--- src/rtl/hazard_stall_ctrl_if.sv ---
// rtl/hazard_stall_ctrl_if.sv - hazard inputs and pipeline buffer controls of the stall controller
interface hazard_stall_ctrl_if #(
  parameter int REG_W = 5
);
  logic [REG_W-1:0] id_rs_i;
  logic [REG_W-1:0] id_rt_i;
  logic             id_uses_rt_i;
  logic             ex_mem_read_i;
  logic [REG_W-1:0] ex_rd_i;
  logic             branch_taken_i;
  logic             mem_busy_i;
  logic             pc_en_o;
  logic             ifid_en_o;
  logic             idex_en_o;
  logic             exmem_en_o;
  logic             memwb_en_o;
  logic             ifid_flush_o;
  logic             idex_flush_o;

  // Pipeline side: supplies hazard information, consumes enables/flushes
  modport master (
    output id_rs_i, id_rt_i, id_uses_rt_i, ex_mem_read_i, ex_rd_i,
           branch_taken_i, mem_busy_i,
    input  pc_en_o, ifid_en_o, idex_en_o, exmem_en_o, memwb_en_o,
           ifid_flush_o, idex_flush_o
  );

  modport slave (
    input  id_rs_i, id_rt_i, id_uses_rt_i, ex_mem_read_i, ex_rd_i,
           branch_taken_i, mem_busy_i,
    output pc_en_o, ifid_en_o, idex_en_o, exmem_en_o, memwb_en_o,
           ifid_flush_o, idex_flush_o
  );
endinterface

--- src/rtl/hazard_stall_ctrl.sv ---
// rtl/hazard_stall_ctrl.sv - load-use / branch-redirect / memory-freeze control for the 5-stage pipeline
module hazard_stall_ctrl #(
  parameter int REG_W   = 5,
  parameter int CNT_W   = 32,
  parameter int TIMEOUT = 16
) (
  input  logic                 clk,
  input  logic                 rst,
  hazard_stall_ctrl_if.slave   hz,
  output logic [CNT_W-1:0]     stall_cnt_o,
  output logic [CNT_W-1:0]     flush_cnt_o,
  output logic                 mem_timeout_o
);
  localparam int WAIT_W = $clog2(TIMEOUT + 1);
  localparam logic [WAIT_W-1:0] WAIT_MAX  = WAIT_W'(TIMEOUT);
  localparam logic [WAIT_W-1:0] WAIT_LAST = WAIT_W'(TIMEOUT - 1);
  localparam logic [REG_W-1:0]  ZERO_REG  = '0;

  typedef enum logic [1:0] {RUN, FLUSH, MEM_WAIT} state_t;

  state_t            state, state_nxt;
  logic [WAIT_W-1:0] wait_cnt;
  logic              load_use;
  logic              stall_inc, flush_inc;
  logic              pc_en, ifid_en, idex_en, exmem_en, memwb_en;
  logic              ifid_flush, idex_flush;

  // IF/ID holds a squashed instruction in FLUSH, so it cannot depend on the load
  assign load_use = hz.ex_mem_read_i && (hz.ex_rd_i != ZERO_REG) && (state != FLUSH) &&
                    ((hz.ex_rd_i == hz.id_rs_i) ||
                     (hz.id_uses_rt_i && (hz.ex_rd_i == hz.id_rt_i)));

  always_comb begin
    state_nxt  = RUN;
    pc_en      = 1'b1;
    ifid_en    = 1'b1;
    idex_en    = 1'b1;
    exmem_en   = 1'b1;
    memwb_en   = 1'b1;
    ifid_flush = 1'b0;
    idex_flush = 1'b0;
    stall_inc  = 1'b0;
    flush_inc  = 1'b0;
    if (hz.mem_busy_i) begin
      state_nxt = MEM_WAIT;
      pc_en     = 1'b0;
      ifid_en   = 1'b0;
      idex_en   = 1'b0;
      exmem_en  = 1'b0;
      memwb_en  = 1'b0;
      stall_inc = 1'b1;
    end else if (hz.branch_taken_i) begin
      state_nxt  = FLUSH;
      ifid_flush = 1'b1;
      idex_flush = 1'b1;
      flush_inc  = 1'b1;
    end else if (load_use) begin
      pc_en      = 1'b0;
      ifid_en    = 1'b0;
      idex_flush = 1'b1;
      stall_inc  = 1'b1;
    end
  end

  // Outputs are forced low for as long as reset is held, independent of the clock
  assign hz.pc_en_o      = rst & pc_en;
  assign hz.ifid_en_o    = rst & ifid_en;
  assign hz.idex_en_o    = rst & idex_en;
  assign hz.exmem_en_o   = rst & exmem_en;
  assign hz.memwb_en_o   = rst & memwb_en;
  assign hz.ifid_flush_o = rst & ifid_flush;
  assign hz.idex_flush_o = rst & idex_flush;

  always_ff @(posedge clk or negedge rst) begin
    if (!rst) begin
      state <= RUN;
    end else begin
      state <= state_nxt;
    end
  end

  always_ff @(posedge clk or negedge rst) begin
    if (!rst) begin
      stall_cnt_o <= '0;
      flush_cnt_o <= '0;
    end else begin
      if (stall_inc && (stall_cnt_o != '1)) begin
        stall_cnt_o <= stall_cnt_o + 1'b1;
      end
      if (flush_inc && (flush_cnt_o != '1)) begin
        flush_cnt_o <= flush_cnt_o + 1'b1;
      end
    end
  end

  // wait_cnt counts busy cycles already completed; the flag rises on the edge closing the TIMEOUT-th
  always_ff @(posedge clk or negedge rst) begin
    if (!rst) begin
      wait_cnt      <= '0;
      mem_timeout_o <= 1'b0;
    end else if (hz.mem_busy_i) begin
      if (wait_cnt != WAIT_MAX) begin
        wait_cnt <= wait_cnt + 1'b1;
      end
      if (wait_cnt >= WAIT_LAST) begin
        mem_timeout_o <= 1'b1;
      end
    end else begin
      wait_cnt <= '0;
    end
  end
endmodule

--- src/flat_wrapper.sv ---
// flat-port wrapper written by rule: the top's interface ports become plain ports
module hazard_stall_ctrl_flat 
#(
  parameter int REG_W   = 5,
  parameter int CNT_W   = 32,
  parameter int TIMEOUT = 16
)
  (clk, rst, stall_cnt_o, flush_cnt_o, mem_timeout_o, hz_id_rs_i, hz_id_rt_i, hz_id_uses_rt_i, hz_ex_mem_read_i, hz_ex_rd_i, hz_branch_taken_i, hz_mem_busy_i, hz_pc_en_o, hz_ifid_en_o, hz_idex_en_o, hz_exmem_en_o, hz_memwb_en_o, hz_ifid_flush_o, hz_idex_flush_o);
  hazard_stall_ctrl_if #(.REG_W(REG_W)) hz_i ();
  input  logic clk;
  input  logic rst;
  output logic [CNT_W-1:0] stall_cnt_o;
  output logic [CNT_W-1:0] flush_cnt_o;
  output logic mem_timeout_o;
  input wire logic [$bits(hz_i.id_rs_i)-1:0] hz_id_rs_i;
  input wire logic [$bits(hz_i.id_rt_i)-1:0] hz_id_rt_i;
  input wire logic [$bits(hz_i.id_uses_rt_i)-1:0] hz_id_uses_rt_i;
  input wire logic [$bits(hz_i.ex_mem_read_i)-1:0] hz_ex_mem_read_i;
  input wire logic [$bits(hz_i.ex_rd_i)-1:0] hz_ex_rd_i;
  input wire logic [$bits(hz_i.branch_taken_i)-1:0] hz_branch_taken_i;
  input wire logic [$bits(hz_i.mem_busy_i)-1:0] hz_mem_busy_i;
  output wire logic [$bits(hz_i.pc_en_o)-1:0] hz_pc_en_o;
  output wire logic [$bits(hz_i.ifid_en_o)-1:0] hz_ifid_en_o;
  output wire logic [$bits(hz_i.idex_en_o)-1:0] hz_idex_en_o;
  output wire logic [$bits(hz_i.exmem_en_o)-1:0] hz_exmem_en_o;
  output wire logic [$bits(hz_i.memwb_en_o)-1:0] hz_memwb_en_o;
  output wire logic [$bits(hz_i.ifid_flush_o)-1:0] hz_ifid_flush_o;
  output wire logic [$bits(hz_i.idex_flush_o)-1:0] hz_idex_flush_o;
  assign hz_i.id_rs_i = hz_id_rs_i;
  assign hz_i.id_rt_i = hz_id_rt_i;
  assign hz_i.id_uses_rt_i = hz_id_uses_rt_i;
  assign hz_i.ex_mem_read_i = hz_ex_mem_read_i;
  assign hz_i.ex_rd_i = hz_ex_rd_i;
  assign hz_i.branch_taken_i = hz_branch_taken_i;
  assign hz_i.mem_busy_i = hz_mem_busy_i;
  assign hz_pc_en_o = hz_i.pc_en_o;
  assign hz_ifid_en_o = hz_i.ifid_en_o;
  assign hz_idex_en_o = hz_i.idex_en_o;
  assign hz_exmem_en_o = hz_i.exmem_en_o;
  assign hz_memwb_en_o = hz_i.memwb_en_o;
  assign hz_ifid_flush_o = hz_i.ifid_flush_o;
  assign hz_idex_flush_o = hz_i.idex_flush_o;
  hazard_stall_ctrl #(.REG_W(REG_W), .CNT_W(CNT_W), .TIMEOUT(TIMEOUT)) u_core (.clk(clk), .rst(rst), .hz(hz_i), .stall_cnt_o(stall_cnt_o), .flush_cnt_o(flush_cnt_o), .mem_timeout_o(mem_timeout_o));
endmodule
--- config.mk ---
export PLATFORM = sky130hd
export DESIGN_NAME = hazard_stall_ctrl_flat
export DESIGN_NICKNAME = d
export VERILOG_FILES = /design/src/rtl/hazard_stall_ctrl_if.sv /design/src/rtl/hazard_stall_ctrl.sv /design/src/flat_wrapper.sv
export SDC_FILE = /design/constraint.sdc
export NUM_CORES = 1
export LEC_CHECK = 0
export ABC_AREA = 1
export CORE_ASPECT_RATIO = 2
export CORE_MARGIN = 2
export CORE_UTILIZATION = 47
export DETAILED_ROUTE_END_ITERATION = 7
export GPL_ROUTABILITY_DRIVEN = 0
export GPL_TIMING_DRIVEN = 1
export PLACE_DENSITY = 0.86
export SYNTH_ARGS = -nofsm -noshare
export SYNTH_HDL_FRONTEND = slang
export SYNTH_SLANG_ARGS = --single-unit
--- constraint.sdc ---
create_clock -name clk -period 1.5 [get_ports clk]
set_input_delay 0.3 -clock clk [delete_from_list [all_inputs] [get_ports clk]]
set_output_delay 0.3 -clock clk [all_outputs]
set_load 0.05 [all_outputs]
==> run summary, run 1 <==
GRT worst endpoint - u_core.flush_cnt_o[24]$_DFFE_PN0P_/D
H-tree depth - 3
Synthesized flop and latch total - 72
Syn Nets - 705
# hold bufs at CTS - 0
Site Rows - 50
Status - aborted with a tool error
Initial Utilization - 48.57%
PortBufs - 92
Post-synthesis sequential area ratio - 39.53%
GRT Total Usage - 72.81%
Largest net degree at the start of global routing - 73
Die H - 143.3 µm
Halt Stage - 5_1_grt
Clock Tree Root - clkbuf_16
Avg Synthesized Cell Area - 6.713 µm²
Synth warnings - 0
CTS buffer count - 9
Dpl hpwl - 12.95 mm
Clock Tree Buf Depth - 2
I/O pin count - 93
Worst EP kind - register input
Mapped Cells - 679
Clk sink count - 72
Yosys cell types - 25
Error message - [ERROR GRT-0232] Routing congestion too high. Check the congestion heatmap in the GUI.
Die Wd - 73.64 µm
GR Overflow Total - 79
Area of the mapped netlist - 4558 µm²
## cell usage after synthesis
library cell | n | share of area [%]
dfrtp_1 | 72 | 40
o21ai_0 | 5 | 0.55
buf_2 | 6 | 0.66
a21oi_1 | 6 | 0.66
xor2_1 | 27 | 5.2
o21bai_1 | 1 | 0.16
nor3_2 | 1 | 0.22
nor2_2 | 1 | 0.14
ha_1 | 5 | 1.4
inv_1 | 98 | 8.1
or3_1 | 1 | 0.14
nand2_1 | 247 | 20
inv_2 | 2 | 0.16
nand3_2 | 1 | 0.22
nor2_1 | 88 | 7.2
nand3_1 | 58 | 6.4
xnor2_1 | 6 | 1.2
nor3_1 | 18 | 2.0
buf_4 | 4 | 0.66
nand3b_1 | 5 | 0.82
nor2_4 | 1 | 0.25
nor4_1 | 2 | 0.27
nand2_2 | 4 | 0.55
nand4_1 | 15 | 2.1
buf_6 | 5 | 1.2
## metal layers
metal / overflow / track usage (%)
met1: 0 / 70.32
met2: 56 / 93.61
met3: 0 / 49.68
met4: 23 / 80.29
met5: 0 / 0
## kinds of logic after synthesis
| group | after synthesis | share of synthesized area [%] |
|---|---|---|
| adders and majority gates | 5 | 1.372 |
| AOI/OAI and AO/OA | 12 | 1.372 |
| xor gates and xnor gates | 33 | 6.341 |
| DFF | 72 | 39.53 |
| and+or+nand+nor | 442 | 40.60 |
| buffers and inverters | 115 | 10.79 |
## timing repair
action	in CTS
endpoints found under the setup margin	71
gates cloned	3
resized for setup	167
setup buffers	15
pin swaps	64
## per-stage QoR
step / worst slack [ns] / hold WS [ns] / instance area, µm² / cells / setup TNS [ns]
2_1_floorplan: -0.2405 / 0.004409 / 4872 / 679 / -10.70
3_3_place_gp: -0.6277 / 0.4905 / 7616 / 1005 / -28.85
3_5_place_dp: -0.7648 / 0.4971 / 7616 / 1005 / -34.55
4_1_cts: -0.2079 / 0.3022 / 8497 / 1038 / -10.56
==> inputs of run 2 (changes only) <==
--- a/config.mk
+++ b/config.mk
@@ -6,13 +6,12 @@
 export NUM_CORES = 1
 export LEC_CHECK = 0
 export ABC_AREA = 1
-export CORE_ASPECT_RATIO = 2
 export CORE_MARGIN = 2
-export CORE_UTILIZATION = 47
+export CORE_UTILIZATION = 40
 export DETAILED_ROUTE_END_ITERATION = 7
 export GPL_ROUTABILITY_DRIVEN = 0
 export GPL_TIMING_DRIVEN = 1
-export PLACE_DENSITY = 0.86
+export PLACE_DENSITY_LB_ADDON = 0.15
 export SYNTH_ARGS = -nofsm -noshare
 export SYNTH_HDL_FRONTEND = slang
 export SYNTH_SLANG_ARGS = --single-unit
==> constraint.sdc (replaced) <==
create_clock -name clk -period 1.95 [get_ports clk]
set_input_delay 0.39 -clock clk [delete_from_list [all_inputs] [get_ports clk]]
set_output_delay 0.39 -clock clk [all_outputs]
set_load 0.05 [all_outputs]
==> run summary, run 2 <==
Status - finished clean
Cells along the critical path - clkdlybuf4s50_1
PortBufs - 92 (unchanged)
Largest net degree at the start of global routing - 73
TritonRoute pass-1 iters - 4
Die H - 110.8 µm (-23%)
Routed vias/inst - 4.771
Final Non-Filler Cells - 939
Clk sink count - 72 (unchanged)
I/O pin count - 93 (unchanged)
Most area-hungry cell type in the Yosys netlist - dfrtp_1
DR WL/cell - 12.31 µm
H-tree depth - 3 (unchanged)
Met3 usage - 4.210%
Synth area leaders - dfrtp_1 (40%), nand2_1 (20%), inv_1 (8.1%)
Worst Setup Start Kind - register
Avg Synthesized Cell Area - 6.713 µm² (unchanged)
Pwr Density - 778.2 nW/µm²
Final wirelength - 11.56 mm
Sequential Power Share - 36.6%
Largest registers - u_core.flush_cnt_o x32, u_core.stall_cnt_o x32, u_core.wait_cnt x5
Crit path max-delay cell type - clkdlybuf4s50_1
Final worst path period share - 97.74%
CTS tree - done
CP peak stage delay - 0.81 ns
Crit path kind - reg2out
Crit path capture type - output port
Clk pin slew, worst setup/hold paths - 0.06 ns
Pwr Total - 4.744 mW
Gr busiest metal - met2
Core Box Area - 10980 µm²
Die area - 12270 µm²
Min-delay worst type - in2async
Site Rows - 38 (-24%)
Unrepaired setup endpoints after global routing - no
Clock power frac - 40.5%
M1 GR Usage - 26.15%
Nets - 820
Fmax achieved - 524.7 MHz
Share of the synthesized area in the top cell type - 39.53% (unchanged)
Initial antenna violation count - 0
Antenna-violating nets left - 0
Peak fanout along the critical path - 4
Layout cells sized above 1 - 18.40%
Critical path's top delay family - buffers and inverters
Synth Flop Type - dfrtp_1
Synthesized flop and latch total - 72 (unchanged)
Setup Viol. Count Final - 0
Clock Tree Root - clkbuf_16
P_int - 3.291 mW
Gate power share - 22.9%
Number of fillers in the final layout - 1048
Dpl hpwl - 8.548 mm (-34%)
Synth warnings - 0 (unchanged)
Crit path time final - 1.906 ns
Ys async rst share - 100.0% (unchanged)
First-pass GRT wire length - 19.80 mm
GRT Total Usage - 19.22%
DRC viols - 0
GR Overflow Total - 0
EDFF count, synth - 0 (unchanged)
Placed cell count - 921 (-8.4%)
WP data arrival - 1.52 ns
Iteration-0 DRC Markers - 266
Clock Latency Late Sink - 0.33 ns
Post-synthesis sequential area ratio - 39.53% (unchanged)
CTS buffer count - 9 (unchanged)
Crit path required time - 1.56 ns
Clock Tree Buf Depth - 2 (unchanged)
Leakage Power - 3.173 nW
Top-count cell post-synth - nand2_1
Area of the mapped netlist - 4558 µm² (unchanged)
Yosys cell types - 25 (unchanged)
Bufs and invs on worst path - 1
Net Sw Frac - 30.62%
Final hold viol count - 0
Die Wd - 110.8 µm (+50%)
Met2 GRT Util - 30.76%
Max_slew headroom - 38.13%
Mapped Cells - 679 (unchanged)
Area grow syn2layout - 33.74%
VDD IR max - 1.096 mV
Fin. max-slew vios - 0
Synth cell count leaders - nand2_1 (247), inv_1 (98), nor2_1 (88)
Vias - 4480
Initial Utilization - 41.50% (-7.1 points)
# hold bufs at CTS - 0 (unchanged)
Antenna fix cells - 0
Slew @ Worst Pin - 0.9280 ns
Commonest non-fill, non-tap cell in the layout - nand2_1
NetSw - 1.453 mW
Max cap viols - 0
Setup Skew - 0.006317 ns
Vias in the first global route - 4287
Syn Nets - 705 (unchanged)
Commonest non-fill, non-tap cells in the layout - nand2_1 (243), inv_1 (98), buf_4 (86)
==> run 2: cell counts after synthesis <==
Identical to the previous run, type by type.
==> run 2: worst paths after layout <==
kind | startpoint | to | slack, ns | cells after the start
min in group clk | u_core.mem_timeout_o | u_core.mem_timeout_o | 0.48 | 1
min | rst | u_core.stall_cnt_o[30] | 0.31 | 2
max reg2reg | u_core.stall_cnt_o[0] | u_core.stall_cnt_o[17] | 0.14 | 11
min reg2reg | u_core.mem_timeout_o | u_core.mem_timeout_o | 0.48 | 1
max | u_core.flush_cnt_o[1] | flush_cnt_o[1] | 0.04 | 1
max in group asynchronous | rst | u_core.flush_cnt_o[1] | 0.99 | 2
==> run 2: layer usage <==
layer / vias to the layer above / wire (µm) / part of all wire (%)
met5: - / 0 / 0
li1: 2315 / - / -
met2: 94 / 5457 / 47
met1: 2065 / 5506 / 48
met3: 6 / 501 / 4.3
met4: 0 / 93 / 0.80
==> run 2: final cells by class <==
cell class                 count  area (µm²)  area share, %
inverter                     100       375.4          6.158
clock inverter                 5       102.6          1.683
multi-input combinational    492        2341          38.40
sequential                    72        1807          29.64
clock buffer                  11       252.7          4.146
timing repair buffer         119        1042          17.10
tap                          140       175.2          2.874
==> run 2: logic make-up after synthesis <==
group,share of synthesized area (%)
and+or+nand+nor,40.60
buffers and inverters,10.79
DFF,39.53
xor gates and xnor gates,6.341
AOI/OAI and AO/OA,1.372
adders and majority gates,1.372
==> run 2: per-stage QoR <==
step	area, µm²	setup WS, ns	hold WS, ns	util [%]	setup TNS [ns]
2_1_floorplan	4584	-0.08085	0.09441	-	-0.08085
3_3_place_gp	5687	-0.2493	0.4636	51.78	-6.304
3_5_place_dp	5687	-0.3273	0.4661	51.78	-9.294
4_1_cts	6038	0.001760	0.3561	54.98	0
5_1_grt	6096	0.001133	0.4108	55.50	0
6_report	6096	0.04398	0.3133	55.50	0
==> run 2: what timing repair did <==
action | 4_1_cts | 5_1_grt
pin swaps | 10 | 7
gates resized for setup | 17 | 23
endpoints found under the setup margin | 3 | 45
cloned | 0 | 0
buffers inserted | 1 | 1
==> run 2: power groups by stage <==
stage                     logic [mW]  clock network [mW]  registers, mW
final                           1.09                1.92           1.74
after global routing            1.18                2.05           1.76
after CTS                       1.09                1.99           1.74
after detailed placement        1.10                   0           1.76
after global placement          1.08                   0           1.75
after floorplan                0.308                   0           2.13
Power figures use the tool's default switching activity.
